<file path="config.mk">
export PLATFORM = sky130hd
export DESIGN_NAME = pipe_stage_skid_flat
export DESIGN_NICKNAME = d
export VERILOG_FILES = /design/src/rtl/pipe_pkg.sv /design/src/rtl/pipe_stage_skid_if.sv /design/src/rtl/sat_counter.sv /design/src/rtl/pipe_stage_skid.sv /design/src/flat_wrapper.sv
export SDC_FILE = /design/constraint.sdc
export NUM_CORES = 1
export LEC_CHECK = 0
export ABC_CLOCK_PERIOD_IN_PS = 3440
export BUFFER_PORTS_ARGS = -buffer_cell sky130_fd_sc_hd__buf_2
export CAP_MARGIN = 5
export CORE_UTILIZATION = 38
export DETAILED_ROUTE_END_ITERATION = 8
export GPL_TIMING_DRIVEN = 0
export PLACE_DENSITY = 0.71
export SETUP_SLACK_MARGIN = 0.3
export SLEW_MARGIN = 15
export SYNTH_ARGS = -nofsm -noshare
export SYNTH_HDL_FRONTEND = slang
export SYNTH_SLANG_ARGS = --single-unit
</file>
<file path="constraint.sdc">
create_clock -name clk -period 3.44 [get_ports clk]
set_input_delay 0.688 -clock clk [delete_from_list [all_inputs] [get_ports clk]]
set_output_delay 0.688 -clock clk [all_outputs]
set_load 0.02 [all_outputs]
</file>
<file path="src/rtl/pipe_pkg.sv">
// Shared definitions for the RISC pipeline stage registers: state encoding,
// default stage widths, control-bit positions and the kill-count helper.
package pipe_pkg;

  typedef enum logic [1:0] {
    ST_EMPTY = 2'd0,
    ST_FULL  = 2'd1,
    ST_SKID  = 2'd2
  } stageState_e;

  localparam int EXMEM_DATA_W = 35;
  localparam int EXMEM_CTRL_W = 6;

  localparam int CTRL_REGWRITE = 0;
  localparam int CTRL_MEMREAD  = 1;
  localparam int CTRL_MEMWRITE = 2;
  localparam int CTRL_MEMTOREG = 3;
  localparam int CTRL_ALUSRC   = 4;
  localparam int CTRL_BRANCH   = 5;

  // Number of beats destroyed by a flush: head not taken, skid entry, incoming beat.
  function automatic logic [1:0] killCount(input logic headKilled,
                                           input logic skidKilled,
                                           input logic inKilled);
    return {1'b0, headKilled} + {1'b0, skidKilled} + {1'b0, inKilled};
  endfunction

endpackage

</file>
<file path="src/rtl/pipe_stage_skid_if.sv">
// Valid/ready handshake bundle for one pipeline stage, upstream and downstream sides.
interface pipe_stage_skid_if import pipe_pkg::*; #(
  parameter int DATA_W = EXMEM_DATA_W,
  parameter int CTRL_W = EXMEM_CTRL_W
);
  logic              in_valid;
  logic              in_ready;
  logic [DATA_W-1:0] in_data;
  logic [CTRL_W-1:0] in_ctrl;
  logic              out_valid;
  logic              out_ready;
  logic [DATA_W-1:0] out_data;
  logic [CTRL_W-1:0] out_ctrl;

  modport master (
    output in_valid, in_data, in_ctrl, out_ready,
    input  in_ready, out_valid, out_data, out_ctrl
  );

  modport slave (
    input  in_valid, in_data, in_ctrl, out_ready,
    output in_ready, out_valid, out_data, out_ctrl
  );
endinterface

</file>
<file path="src/rtl/sat_counter.sv">
// Saturating up-counter with a 0..3 increment; the sum is formed two bits wider and clamped.
module sat_counter #(
  parameter int W = 8
) (
  input  logic         clk,
  input  logic         rst,
  input  logic         en,
  input  logic [1:0]   inc,
  output logic [W-1:0] count
);
  localparam logic [W-1:0] SAT_MAX = {W{1'b1}};

  logic [W-1:0] countR;
  logic [W-1:0] countNext;
  logic [W+1:0] sum;

  // Widened add and clamp to the all-ones ceiling.
  always_comb begin
    sum = {2'b00, countR} + {{W{1'b0}}, inc};
    if (sum > {2'b00, SAT_MAX}) begin
      countNext = SAT_MAX;
    end else begin
      countNext = sum[W-1:0];
    end
  end

  // Counter register, cleared only by reset.
  always_ff @(posedge clk or posedge rst) begin
    if (rst) begin
      countR <= '0;
    end else if (en) begin
      countR <= countNext;
    end else begin
      countR <= countR;
    end
  end

  assign count = countR;
endmodule

</file>
<file path="src/rtl/pipe_stage_skid.sv">
// One pipeline stage with a 2-entry skid buffer: registered in_ready, FIFO order,
// synchronous flush to bubbles and a saturating count of killed beats.
module pipe_stage_skid import pipe_pkg::*; #(
  parameter int DATA_W              = EXMEM_DATA_W,
  parameter int CTRL_W              = EXMEM_CTRL_W,
  parameter int CLEAR_DATA_ON_FLUSH = 0,
  parameter int DROP_CNT_W          = 8
) (
  input  logic                  clk,
  input  logic                  rst,
  pipe_stage_skid_if.slave      bus,
  input  logic                  flush,
  output logic [DROP_CNT_W-1:0] drop_cnt
);
  stageState_e       state, nState;
  logic              mainValid, nMainValid;
  logic [DATA_W-1:0] mainData, nMainData;
  logic [CTRL_W-1:0] mainCtrl, nMainCtrl;
  logic              skidValid, nSkidValid;
  logic [DATA_W-1:0] skidData, nSkidData;
  logic [CTRL_W-1:0] skidCtrl, nSkidCtrl;
  logic              inReadyR;
  logic              inFire, outFire;
  logic [1:0]        killInc;

  assign inFire  = bus.in_valid & inReadyR;
  assign outFire = mainValid & bus.out_ready;

  // Next-state and next-entry selection; flush overrides the handshake moves.
  always_comb begin
    nState     = state;
    nMainValid = mainValid;
    nMainData  = mainData;
    nMainCtrl  = mainCtrl;
    nSkidValid = skidValid;
    nSkidData  = skidData;
    nSkidCtrl  = skidCtrl;
    if (flush) begin
      nState     = ST_EMPTY;
      nMainValid = 1'b0;
      nSkidValid = 1'b0;
      nMainCtrl  = '0;
      nSkidCtrl  = '0;
      if (CLEAR_DATA_ON_FLUSH != 0) begin
        nMainData = '0;
        nSkidData = '0;
      end else begin
        nMainData = mainData;
        nSkidData = skidData;
      end
    end else begin
      case (state)
        ST_EMPTY: begin
          if (inFire) begin
            nState     = ST_FULL;
            nMainValid = 1'b1;
            nMainData  = bus.in_data;
            nMainCtrl  = bus.in_ctrl;
          end else begin
            nState = ST_EMPTY;
          end
        end
        ST_FULL: begin
          if (inFire && outFire) begin
            nMainData = bus.in_data;
            nMainCtrl = bus.in_ctrl;
          end else if (inFire) begin
            nState     = ST_SKID;
            nSkidValid = 1'b1;
            nSkidData  = bus.in_data;
            nSkidCtrl  = bus.in_ctrl;
          end else if (outFire) begin
            // Data is left in place; only valid and ctrl fall to the bubble value.
            nState     = ST_EMPTY;
            nMainValid = 1'b0;
            nMainCtrl  = '0;
          end else begin
            nState = ST_FULL;
          end
        end
        ST_SKID: begin
          if (outFire) begin
            nState     = ST_FULL;
            nMainData  = skidData;
            nMainCtrl  = skidCtrl;
            nSkidValid = 1'b0;
            nSkidCtrl  = '0;
          end else begin
            nState = ST_SKID;
          end
        end
        default: begin
          nState     = ST_EMPTY;
          nMainValid = 1'b0;
          nSkidValid = 1'b0;
          nMainCtrl  = '0;
          nSkidCtrl  = '0;
        end
      endcase
    end
  end

  // State, storage and registered in_ready.
  always_ff @(posedge clk or posedge rst) begin
    if (rst) begin
      state     <= ST_EMPTY;
      mainValid <= 1'b0;
      mainData  <= '0;
      mainCtrl  <= '0;
      skidValid <= 1'b0;
      skidData  <= '0;
      skidCtrl  <= '0;
      inReadyR  <= 1'b1;
    end else begin
      state     <= nState;
      mainValid <= nMainValid;
      mainData  <= nMainData;
      mainCtrl  <= nMainCtrl;
      skidValid <= nSkidValid;
      skidData  <= nSkidData;
      skidCtrl  <= nSkidCtrl;
      inReadyR  <= (nState != ST_SKID);
    end
  end

  assign killInc = killCount(mainValid & ~outFire, skidValid, inFire);

  sat_counter #(
    .W(DROP_CNT_W)
  ) u_dropCnt (
    .clk  (clk),
    .rst  (rst),
    .en   (flush),
    .inc  (killInc),
    .count(drop_cnt)
  );

  assign bus.in_ready  = inReadyR;
  assign bus.out_valid = mainValid;
  assign bus.out_data  = mainData;
  assign bus.out_ctrl  = mainCtrl;
endmodule

</file>
<file path="src/flat_wrapper.sv">
// flat-port wrapper written by rule: the top's interface ports become plain ports
module pipe_stage_skid_flat import pipe_pkg::*;
#(
  parameter int DATA_W              = EXMEM_DATA_W,
  parameter int CTRL_W              = EXMEM_CTRL_W,
  parameter int CLEAR_DATA_ON_FLUSH = 0,
  parameter int DROP_CNT_W          = 8
)
  (clk, rst, flush, drop_cnt, bus_in_valid, bus_in_data, bus_in_ctrl, bus_out_ready, bus_in_ready, bus_out_valid, bus_out_data, bus_out_ctrl);
  pipe_stage_skid_if #(.DATA_W(DATA_W), .CTRL_W(CTRL_W)) bus_i ();
  input  logic clk;
  input  logic rst;
  input  logic flush;
  output logic [DROP_CNT_W-1:0] drop_cnt;
  input wire logic [$bits(bus_i.in_valid)-1:0] bus_in_valid;
  input wire logic [$bits(bus_i.in_data)-1:0] bus_in_data;
  input wire logic [$bits(bus_i.in_ctrl)-1:0] bus_in_ctrl;
  input wire logic [$bits(bus_i.out_ready)-1:0] bus_out_ready;
  output wire logic [$bits(bus_i.in_ready)-1:0] bus_in_ready;
  output wire logic [$bits(bus_i.out_valid)-1:0] bus_out_valid;
  output wire logic [$bits(bus_i.out_data)-1:0] bus_out_data;
  output wire logic [$bits(bus_i.out_ctrl)-1:0] bus_out_ctrl;
  assign bus_i.in_valid = bus_in_valid;
  assign bus_i.in_data = bus_in_data;
  assign bus_i.in_ctrl = bus_in_ctrl;
  assign bus_i.out_ready = bus_out_ready;
  assign bus_in_ready = bus_i.in_ready;
  assign bus_out_valid = bus_i.out_valid;
  assign bus_out_data = bus_i.out_data;
  assign bus_out_ctrl = bus_i.out_ctrl;
  pipe_stage_skid #(.DATA_W(DATA_W), .CTRL_W(CTRL_W), .CLEAR_DATA_ON_FLUSH(CLEAR_DATA_ON_FLUSH), .DROP_CNT_W(DROP_CNT_W)) u_core (.clk(clk), .rst(rst), .bus(bus_i), .flush(flush), .drop_cnt(drop_cnt));
endmodule
</file>
-- Word level (Yosys, flattened, before mapping)
Cells that the tools add are included.
- add/subtract/negate cells: 3
- $lt $le $gt $ge: 1
- eq/ne operators: 16
- muxes and demuxes: 31
- bitwise gates (word level): 6
- reduce and logical (&&, ||, !) cells: 8
- operators by type and width (kind ; number):
    $mux 35 ; 3
    $pmux 35 s3 ; 1
    $mux 6 ; 8
    $pmux 6 s3 ; 2
    $ne 3x2->1 const B ; 4
    $reduce_and 4->1 ; 3
    $gt 10x8->1 const B ; 1
    $reduce_and 5->1 ; 2
    $add 8x2->9 ; 1
    $mux 1 ; 9
    $mux 2 ; 4
    $mux 8 ; 1
    $ne 2x1->1 const B ; 3
    $ne 2x2->1 const B ; 3
    $ne 3x3->1 const B ; 2
    $pmux 1 s3 ; 2
    $pmux 2 s3 ; 1
    $ne 4x2->1 const B ; 1
    $ne 4x4->1 const B ; 1
    $and 1x1->1 ; 3
    $not 1->1 ; 3
    $reduce_bool 3->1 ; 1
    $add 1x1->2 ; 1
    $add 2x1->2 ; 1
    other kinds (4) ; 4
- flip-flop bits (word level): 95
- output and inout port bits: 51
- logic and storage cells: 74

-- Logic depth before layout (Yosys ltp)
Gate-level depths: netlist of run 1.
- word-level depth: 8
- depth in mapped cells: 9
- gate-level depth less buffers: 9

-- Cells and area by module
A second synthesis of run 1 with hierarchy kept.
- cell total of the unflattened synthesis: 389
- area total of the unflattened synthesis: 4399.2 sq um
- modules (own cells, without submodules) (module ; times used ; cells each ; area an instance (sq um)):
    pipe_stage_skid ; 1 ; 342 ; 3930.0
    sat_counter ; 1 ; 47 ; 469.2

-- Worst setup path before layout of run 1
OpenSTA, ideal clock, no wires.
- path kind: in2reg
- start point: input port bus_out_ready
- end point: register u_core.u_dropCnt.countR[2] (netlist: u_core.u_dropCnt.count[2])
- setup time: 127 ps
- data arrival time: 2126 ps
- data required time: 3313 ps
- path slack: 1187 ps
- stages on the path: 8
- buffers on the path: 0
- cells stage by stage: nor2_1 -> fa_1 -> ha_1 -> inv_1 -> fa_1 -> nor2b_1 -> xnor2_1 -> nand2_1
- cells in the longest elaborated chain, start to end: 8
- ends and longest elaborated chain (what ; line ; RTL):
    from (decl) ; flat_wrapper.sv:18 ; input wire logic [$bits(bus_i.out_ready)-1:0] bus_out_ready;
    $and 1x1->1 (*) ; pipe_stage_skid.sv:27 ; assign outFire = mainValid & bus.out_ready;
    $not 1->1 (*) ; pipe_stage_skid.sv:126 ; assign killInc = killCount(mainValid & ~outFire, skidValid, inFire);
    $and 1x1->1 (*) ; pipe_stage_skid.sv:126 ;
    $add 1x1->2 (*) ; pipe_pkg.sv:25 ; return {1'b0, headKilled} + {1'b0, skidKilled} + {1'b0, inKilled};
    $add 2x1->2 (*) ; pipe_pkg.sv:25 ;
    $add 8x2->9 (*) ; sat_counter.sv:19 ; sum = {2'b00, countR} + {{W{1'b0}}, inc};
    $gt 10x8->1 ; sat_counter.sv:20 ; if (sum > {2'b00, SAT_MAX}) begin
    $mux 8 (*) ; sat_counter.sv:20 ;
    to (signal assigned) ; sat_counter.sv:32 ; countR <= countNext;
    to (signal assigned) ; sat_counter.sv:34 ; countR <= countR;
    to (decl) ; sat_counter.sv:13 ; logic [W-1:0] countR;
Every way passes the cells marked *; elsewhere a longest branch is shown, timed or not.
A chain may end at the register's enable or synchronous reset.

-- Worst setup path after layout of run 1
- start point: register u_core.mainValid (netlist: u_core.bus.out_valid)
- end point: register u_core.u_dropCnt.countR[3] (netlist: u_core.u_dropCnt.count[3])
- cells in the longest elaborated chain, start to end: 8
- ends and longest elaborated chain (what ; line ; RTL):
    from (decl) ; pipe_stage_skid.sv:16 ; logic mainValid, nMainValid;
    from (signal assigned) ; pipe_stage_skid.sv:116 ; mainValid <= nMainValid;
    $and 1x1->1 ; pipe_stage_skid.sv:27 ;
    $not 1->1 ; pipe_stage_skid.sv:126 ;
    $and 1x1->1 (*) ; pipe_stage_skid.sv:126 ;
    $add 1x1->2 (*) ; pipe_pkg.sv:25 ;
    $add 2x1->2 (*) ; pipe_pkg.sv:25 ;
    $add 8x2->9 (*) ; sat_counter.sv:19 ;
    $gt 10x8->1 ; sat_counter.sv:20 ;
    $mux 8 (*) ; sat_counter.sv:20 ;
Marked as above.

==> results.toml, run 1 <==
[cts]
cts_hold_buf = 0
clockRootBuffer = "clkbuf_16"
cts_made_buffers = 9
h-tree-depth = 3
cts_buffer_depth = 2
clock_latency_ps = 350
ctsResizeCount = 0
cts_tree = "built"
clk_pin_slew_ps = 60
post_cts_buffers = 0
cts.sinks = 95

[grt]
grtUsageTotal_pct = 15.94
met2_usage_pct = 25.43
grt_max_degree = 35
grt_pass1_vias = 2887
met3_usage_pct = 6.209
grt_pass1_wl_um = 14130
antenna_found_initial = 0
grt_overflow = 0
use_met1_pct = 19.68
grt_busiest_layer = "met2"

[sta]
final_max_slew_viol_count = 0
hold_violations = 0
skew_ps = 7.238
grt_setup_unrepaired = "false"
tightestPinTransition_ps = 814.9
fin_crit_sh_pct = 66.57
finalSetupViolCount = 0
fmax_mhz = 436.7
period_needed_ps = 2290
slew_headroom_pct = 45.50
layout_setup_ws_ps = 1150
setup_tns_ps = 0

[cells_and_area]
final_common_cell = "buf_2"
nNetsFinal = 467
fin_util_pct = 48.57
diodes = 0
final_cell_mix = "buf_2, mux2_2, dfrtp_1"
fin_cells = 562
drive_above_1_share_pct = 55.45
nFillCells = 979
area_delta_synth_final_pct = 23.72

[die]
rows = 38
ios = 97
start_util_pct = 39.26
coreArea_um2 = 10940
fp.dieArea_um2 = 11730
die_y_um = 108.3
die_w_um = 108.3

[synth]
ys_ff_latch = 95
syn-instance-count = 307
synth_cell_types = 39
syn_area_um2 = 4293
yosysSeqAreaShare_pct = 55.41
yosys_warnings = 0
avgSynthCellArea_um2 = 13.98
synth.net_count = 357

[critical_path]
endpoint_kind = "register"
cp_max_fo = 8
crit_type = "reg2reg"
r2r-start = "u_core.bus.out_valid"
reg2reg_depth = 8
reg2reg_setup_slack_ps = 1150
r2r_end = "u_core.u_dropCnt.count[3]"
start_kind = "register"
worstPathArrival_ps = 2570
worstPathRequired_ps = 3720

[placement]
io_buffers = 96
pre_cts_slack_ps = 867.2
place_inst = 546
gp_congestion = 0.7856
dpl.hpwl_um = 6029

[power_and_ir_drop]
ir_drop_mv = 0.4551
power_mw = 3.670
power_per_cell_area_nw_per_um2 = 691.0
power_leakage_nw = 2.500

[run]
maxCapViolCount = 0

[detailed_routing]
antenna_left = 0
wl_um = 8545
firstDrtPassIters = 4
wl_per_cell_um = 15.20
drc_errors = 0
drt-vias-per-instance = 5.046
vias = 2836
drt_first_iter_violations = 98

[status]
outcome = "finished, final reports clean"

[worst_hold_path]
hp-class = "in2async"
## state kept, by name, indices dropped and copies added, names as in the netlist
register / flops
u_core.state: 2
u_core.skidValid: 1
u_core.skidCtrl: 6
u_core.u_dropCnt.count: 8
u_core.bus.out_ctrl: 6
u_core.bus.in_ready: 1
u_core.bus.out_valid: 1
u_core.bus.out_data: 35
u_core.skidData: 35
## critical path, stage by stage, from the launching register on
cell and delay (ps):
dfrtp_1 470, inv_1 110, nor2_1 70, fa_1 480, ha_1 160, inv_1 50, fa_1 440, nand3b_1 320
nand2_1 120
## cells in the mapped netlist
cell type / instances / area [um2]
xor2_1: 2 / 17.52
nand3_1: 4 / 20.02
a22o_1: 6 / 52.55
mux2i_1: 1 / 10.01
nand3b_4: 1 / 20.02
a21oi_1: 10 / 50.05
xnor2_1: 2 / 17.52
a22oi_1: 6 / 45.04
nand3b_1: 1 / 7.510
dfstp_2: 1 / 26.28
nor3b_1: 1 / 7.510
buf_2: 8 / 40.04
o21ai_0: 1 / 5.000
o21bai_1: 3 / 22.52
nand2_1: 14 / 52.55
inv_1: 6 / 22.52
o32ai_1: 1 / 8.760
and2b_1: 1 / 7.510
buf_6: 3 / 33.78
nand4_1: 1 / 6.260
or2_1: 1 / 6.260
a31o_2: 1 / 8.760
ha_1: 2 / 25.02
dfrtp_1: 94 / 2352
nor2_1: 4 / 15.01
a21o_1: 3 / 22.52
and4_1: 2 / 17.52
a31oi_1: 1 / 6.260
buf_4: 2 / 15.01
mux2_2: 102 / 1149
a21oi_4: 1 / 16.27
and3_1: 2 / 12.51
clkbuf_1: 2 / 7.510
a21oi_2: 1 / 8.760
mux2_1: 3 / 33.78
nand2b_1: 2 / 12.51
fa_1: 2 / 40.04
nor2b_1: 3 / 18.77
o2bb2ai_1: 6 / 52.55
## metrics by stage
stage / hold WS, ps / area (um2)
5_1_grt: 307.2 / 5311
4_1_cts: 292.3 / 5311
2_1_floorplan: 458.5 / 4297
6_report: 298.4 / 5311
3_3_place_gp: 463.2 / 4952
3_5_place_dp: 469.7 / 5020
## area by class of cell
class	count	area (um2)	area share, %
Clock buffer	12	246.5	4.641
Sequential cell	95	2379	44.78
Multi-Input combinational cell	191	1795	33.80
Clock inverter	4	45.04	0.8481
Timing Repair Buffer	99	548.0	10.32
Tap cell	140	175.2	3.298
Buffer	15	96.34	1.814
Inverter	6	26.28	0.4947
## worst max-delay path by stage
stage	from	endpoint	slack [ps]	cells past startpoint
after floorplan	bus_out_ready	u_core.u_dropCnt.count[2]	1190	8
after global placement	bus_out_ready	u_core.u_dropCnt.count[4]	880	8
after detailed placement	bus_out_ready	u_core.u_dropCnt.count[1]	870	8
after CTS	u_core.bus.out_valid	u_core.u_dropCnt.count[1]	1160	8
after global routing	u_core.bus.out_valid	u_core.u_dropCnt.count[6]	940	9
final	u_core.bus.out_valid	u_core.u_dropCnt.count[3]	1150	8
## logic make-up after synthesis
group	share of synthesized area, %
buf+inv	2.769
flops	55.41
xor+xnor	0.8162
simple gates	4.751
mux	27.78
compound gates	6.966
fa+ha+maj	1.516
## per-layer routing
metal / wire length, um / part of all wire (%) / vias to the layer above
met4: 121 / 1.4 / 0
met1: 3784 / 44 / 1421
met2: 4076 / 48 / 77
met3: 562 / 6.6 / 11
met5: 0 / 0 / -
li1: - / - / 1327
## power by group
part	switching, mW	internal, mW	total [mW]
sequential	0.188	1.47	1.65
clock	0.403	0.580	0.982
combinational	0.535	0.498	1.03
total	1.13	2.54	3.67
Note: power is estimated with default switching activity, not from simulation.
==> run 2: changes to the inputs <==
- ABC_AREA: default -> 1
- ABC_CLOCK_PERIOD_IN_PS: 3440 -> 2220
- PLACE_DENSITY: 0.71 -> 0.7
- clock period: 3.44 -> 2.22 ns (I/O delays scaled with it)
==> results.toml, run 2 <==
[power_and_ir_drop]
sw_frac_of_total_pct = 37.66
power_leakage_nw = 3.017
p_sw_mw = 2.644
power_per_cell_area_nw_per_um2 = 1264
p_seq_share_pct = 41.2
ir_drop_mv = 0.5008
clockPowerShare_pct = 24.0
combPwrFrac_pct = 34.8
p_int_mw = 4.378

[cells_and_area]
final_cell_mix = "nand2_1, buf_2, dfrtp_1"
final_common_cell = "nand2_1"
drive_above_1_share_pct = 24.36
nFillCells = 1105
nNetsFinal = 710
diodes = 0
fin_util_pct = 48.86
area_delta_synth_final_pct = 25.42

[placement]
dpl.hpwl_um = 7893
pre_cts_slack_ps = -63.97
gp_congestion = 0.7817
io_buffers = 96

[grt]
antenna_found_initial = 0
grtUsageTotal_pct = 19.46
grt_pass1_vias = 3812
grt_overflow = 0
grt_pass1_wl_um = 17930
grt_max_degree = 36

[synth]
synthTopCellsByArea = "dfrtp_1, nand2_1, o21ai_0"
yosysMostFrequentCell = "nand2_1"
synth.net_count = 599
async_reset_ff_share_pct = 100.0
synth_edf_count = 0
synth_top_cell_by_area = "dfrtp_1"
yosys_warnings = 0
ys_ff_latch = 95
avgSynthCellArea_um2 = 8.068
yosysSeqAreaShare_pct = 53.70
synth_top_cell_area_share_pct = 53.11
synth_cell_types = 31
synth_common_cells = "nand2_1, dfrtp_1, o21ai_0, inv_1, nand3_1"
syn_area_um2 = 4429
synth-main-ff-cell = "dfrtp_1"
syn-instance-count = 549

[detailed_routing]
wl_per_cell_um = 13.30
wl_um = 10750
drc_errors = 0
drt_first_iter_violations = 239
antenna_left = 0
vias = 3904
drt-vias-per-instance = 4.832
firstDrtPassIters = 5

[cts]
cts_tree = "built"
cts_made_buffers = 9
cts.sinks = 95
clockRootBuffer = "clkbuf_16"
h-tree-depth = 3
clk_pin_slew_ps = 60
cts_hold_buf = 0
clock_latency_ps = 330
cts_buffer_depth = 2

[sta]
final_max_slew_viol_count = 0
fmax_mhz = 465.7
layout_setup_ws_ps = 72.81
slew_headroom_pct = 68.80
grt_setup_unrepaired = "true"
period_needed_ps = 2147
fin_crit_sh_pct = 96.72
finalSetupViolCount = 0
skew_ps = 3.732
hold_violations = 0
tightestPinTransition_ps = 468.1

[critical_path]
start_kind = "register"
crit_start = "u_core.bus.out_valid"
worstPathRequired_ps = 2450
endpoint_kind = "register"
worstPathArrival_ps = 2380
r2r-start = "u_core.bus.out_valid"
crit_type = "reg2reg"
cp_max_fo = 3

[die]
coreArea_um2 = 11370
die_y_um = 110.0
die_w_um = 110.0
ios = 97
start_util_pct = 38.96
fp.dieArea_um2 = 12090
rows = 39

[worst_hold_path]
hp-class = "in2async"

[status]
outcome = "finished, final reports clean"

[run]
maxCapViolCount = 0
run 2: changes by cell type after synthesis, moves of 8 or more:
cell / before / now
nand3_1: 4 / 29
o21ai_0: 1 / 79
nand2_1: 14 / 236
mux2_2: 102 / 0
inv_1: 6 / 52
a21oi_1: 10 / 2
run 2: cells by family (layout without fill, tap and decap cells):
kind of cell / after synthesis / in the layout / synth area share (%)
AOI/OAI and AO/OA: 85 / 85 / 9.802
xor gates and xnor gates: 2 / 2 / 0.3956
adders and majority gates: 4 / 4 / 1.469
buffers and inverters: 77 / 193 / 7.740
DFF: 95 / 95 / 53.70
and+or+nand+nor: 286 / 286 / 26.89
run 2: metrics by stage:
step / area (um2) / total power, mW / hold WS, ps / instances / TNS [ps]
floorplan: 4453 / 4.479 / 453.4 / 549 / 0
global placement: 5112 / 5.208 / 460.3 / 788 / -91.16
detailed placement: 5180 / 5.327 / 426.4 / 791 / -357.7
CTS: 5539 / 7.086 / 68.95 / 808 / 0
global route: 5555 / 7.544 / 94.86 / 808 / -177.8
finish: 5555 / 7.022 / 71.17 / 808 / 0
run 2: path summary, 6_finish.rpt:
kind / endpoint / slack [ps] / cells after the start
worst max-delay path: u_core.u_dropCnt.count[6] / 70 / 10
worst min-delay path: u_core.bus.out_data[3] / 70 / 2
worst max register to register: u_core.u_dropCnt.count[6] / 70 / 10
worst min register to register: u_core.bus.out_ctrl[3] / 470 / 2
max in group asynchronous: u_core.bus.out_data[19] / 1520 / 4
min in group clk: u_core.skidData[24] / 370 / 3
run 2: timing repair:
item | CTS | global route
endpoints found under the hold margin | 0 | 0
pin swaps | 2 | 2
endpoints found under the setup margin | 8 | 8
resized for setup | 5 | 6
setup buffers | 1 | 0
run 2: area by class of cell:
type                    count  area (um2)  share of cell area, %
flip-flops and latches     95        2380                  42.84
multi-input cells         377        1763                  31.73
repair buffers            100       555.5                  10.00
clock buffers              11       252.7                  4.550
inverters                  55       212.7                  3.829
well taps                 143       178.9                  3.221
plain buffers              22       133.9                  2.410
clock inverters             5       78.83                  1.419
run 2: critical path, stage by stage, from the launching register on:
cell and delay, ps:
dfrtp_2 420, inv_2 50, nor2_2 30, fa_1 490
ha_2 190, inv_2 40, fa_2 360, nor3_4 210
o211ai_1 130, nand2_1 80, inv_1 40
run 2: layer usage:
| layer | GRT usage (%) | vias to the layer above | wire [um] | share of wire (%) |
|---|---|---|---|---|
| met1 | 24.37 | 1857 | 4719 | 44 |
| met3 | 3.853 | 10 | 488 | 4.5 |
| li1 | - | 1942 | - | - |
| met5 | 0 | - | 0 | 0 |
| met2 | 33.30 | 95 | 5411 | 50 |
| met4 | 6.857 | 0 | 126 | 1.2 |
run 2: power groups by stage:
stage / Clock, mW / Combinational [mW] / Sequential, mW
final: 1.68 / 2.44 / 2.89
after global routing: 1.79 / 2.77 / 2.99
after CTS: 1.73 / 2.46 / 2.90
after detailed placement: 0 / 2.41 / 2.92
after global placement: 0 / 2.33 / 2.88
after floorplan: 0 / 1.11 / 3.36
==> run 3: changes to the inputs <==
- CAP_MARGIN: 5 -> 20
- GPL_TIMING_DRIVEN: 0 -> default
- RECOVER_POWER: default -> 50
==> results.toml, run 3 (synthesized netlist as in run 2, its figures left out) <==
[cts]
cts_made_buffers = 9
cts_buffer_depth = 2
clk_pin_slew_ps = 70
clockRootBuffer = "clkbuf_16"
clock_latency_ps = 340
h-tree-depth = 3
cts_hold_buf = 0
cts_tree = "built"
cts.sinks = 95

[cells_and_area]
diodes = 0
final_area_um2 = 5354
nNetsFinal = 689
final_cell_mix = "nand2_1, dfrtp_1, o21ai_0"
nFillCells = 1148
fin_util_pct = 47.09
final_common_cell = "nand2_1"
drive_above_1_share_pct = 19.25
fin_cells = 787
area_delta_synth_final_pct = 20.88

[grt]
grt_pass1_vias = 3571
antenna_found_initial = 0
grt_pass1_wl_um = 16180
grt_overflow = 0
grt_max_degree = 77
grtUsageTotal_pct = 17.62

[sta]
fin_crit_sh_pct = 99.09
slew_headroom_pct = 21.93
final_max_slew_viol_count = 0
skew_ps = 6.187
hold_violations = 0
tightestPinTransition_ps = 1165
holdWs_ps = 320.3
fmax_mhz = 454.6
period_needed_ps = 2200
finalSetupViolCount = 0
grt_setup_unrepaired = "true"

[detailed_routing]
antenna_left = 0
wl_um = 9737
drt-vias-per-instance = 4.736
wl_per_cell_um = 12.37
firstDrtPassIters = 4
drc_errors = 0
vias = 3727
drt_first_iter_violations = 194

[critical_path]
worstPathArrival_ps = 2460
r2r-start = "u_core.bus.out_valid"
cp_common_cell = "inv_2"
crit_buf_inv = 2
start_kind = "register"
crit_type = "reg2reg"
reg2reg_depth = 9
worstPathRequired_ps = 2480
critPathTopFamily = "adder cells"
r2r_end = "u_core.u_dropCnt.count[0]"
crit_path_cell_trace = "inv_2 -> nor2_2 -> fa_1 -> ha_2 -> inv_2 -> fa_2 -> nor3_4 -> nand3_4 -> o21ai_1"
cpMaxStageDelayCell = "fa_1"
cp_max_fo = 7
reg2reg_setup_slack_ps = 20
critical-path-max-stage-delay_ps = 490
endpoint_kind = "register"

[die]
die_w_um = 110.0
ios = 97
fp.dieArea_um2 = 12090
die_y_um = 110.0
rows = 39
start_util_pct = 38.96
coreArea_um2 = 11370

[placement]
place_area_um2 = 5034
gp_congestion = 0.8094
dpl.hpwl_um = 6587
io_buffers = 96
place_inst = 770

[power_and_ir_drop]
p_seq_share_pct = 42.2
p_int_mw = 4.215
power_per_cell_area_nw_per_um2 = 1282
power_mw = 6.864
p_sw_mw = 2.649
ir_drop_mv = 0.5521
combPwrFrac_pct = 33.5
power_leakage_nw = 2.838
clockPowerShare_pct = 24.2
sw_frac_of_total_pct = 38.59

[worst_hold_path]
hp-class = "in2async"

[status]
outcome = "finished, final reports clean"

[run]
maxCapViolCount = 0
==> run 3: cell types whose count changed in the layout (fill, tap and decap cells not counted), moves of 2 or more <==
cell / before / now
buf_6: 3 / 0
clkbuf_1: 6 / 21
buf_4: 6 / 2
buf_2: 104 / 75
inv_6: 1 / 3
clkbuf_8: 2 / 0
==> run 3: power groups by stage <==
stage                     logic [mW]  registers [mW]  clock network (mW)
final                           2.30            2.90                1.66
after global routing            2.62            3.00                1.78
after CTS                       2.35            2.90                1.71
after detailed placement        2.34            2.91                   0
after global placement          2.26            2.88                   0
after floorplan                 1.11            3.36                   0
==> run 3: cell type report <==
type                    instances  area [um2]  area share (%)
repair buffers                101       501.7           9.371
clock buffers                   9       225.2           4.207
well taps                     143       178.9           3.342
multi-input cells             377        1760           32.88
clock inverters                 7       95.09           1.776
inverters                      55       212.7           3.973
flip-flops and latches         95        2380           44.45
==> run 3: how the worst max path moves through the flow <==
| stage | from | endpoint | slack (ps) | cells after the start |
|---|---|---|---|---|
| floorplan | u_core.bus.out_valid | u_core.u_dropCnt.count[6] | 170 | 10 |
| global placement | bus_out_ready | u_core.u_dropCnt.count[3] | 40 | 9 |
| detailed placement | bus_out_ready | u_core.u_dropCnt.count[0] | -70 | 9 |
| CTS | u_core.bus.out_valid | u_core.u_dropCnt.count[0] | 50 | 9 |
| global route | u_core.bus.out_valid | u_core.u_dropCnt.count[0] | -110 | 9 |
| finish | u_core.bus.out_valid | u_core.u_dropCnt.count[0] | 20 | 9 |
==> run 3: what timing repair did <==
action	4_1_cts	5_1_grt
resized for setup	5	6
pin swaps	1	2
setup endpoints to repair	8	14
setup buffers	0	1
==> run 3: worst register-to-register path, cell delays in order (launching register included) <==
cell	delay, ps
dfrtp_2	440
inv_2	60
nor2_2	30
fa_1	490
ha_2	200
inv_2	40
fa_2	370
nor3_4	200
nand3_4	160
o21ai_1	130
==> run 3: stage by stage <==
| stage | worst slack [ps] | setup TNS, ps |
|---|---|---|
| 2_1_floorplan | 173.1 | 0 |
| 3_3_place_gp | 35.58 | 0 |
| 3_5_place_dp | -71.40 | -348.8 |
| 4_1_cts | 51.09 | 0 |
| 5_1_grt | -106.2 | -474.3 |
| 6_report | 20.12 | 0 |
==> run 3: per-layer routing <==
layer / part of all wire, % / wire length [um] / GRT usage, % / vias up
li1: - / - / - / 1898
met1: 45 / 4408 / 21.22 / 1741
met2: 49 / 4796 / 29.96 / 80
met3: 4.0 / 391 / 3.912 / 8
met4: 1.4 / 141 / 8.000 / 0
met5: 0 / 0 / 0 / -
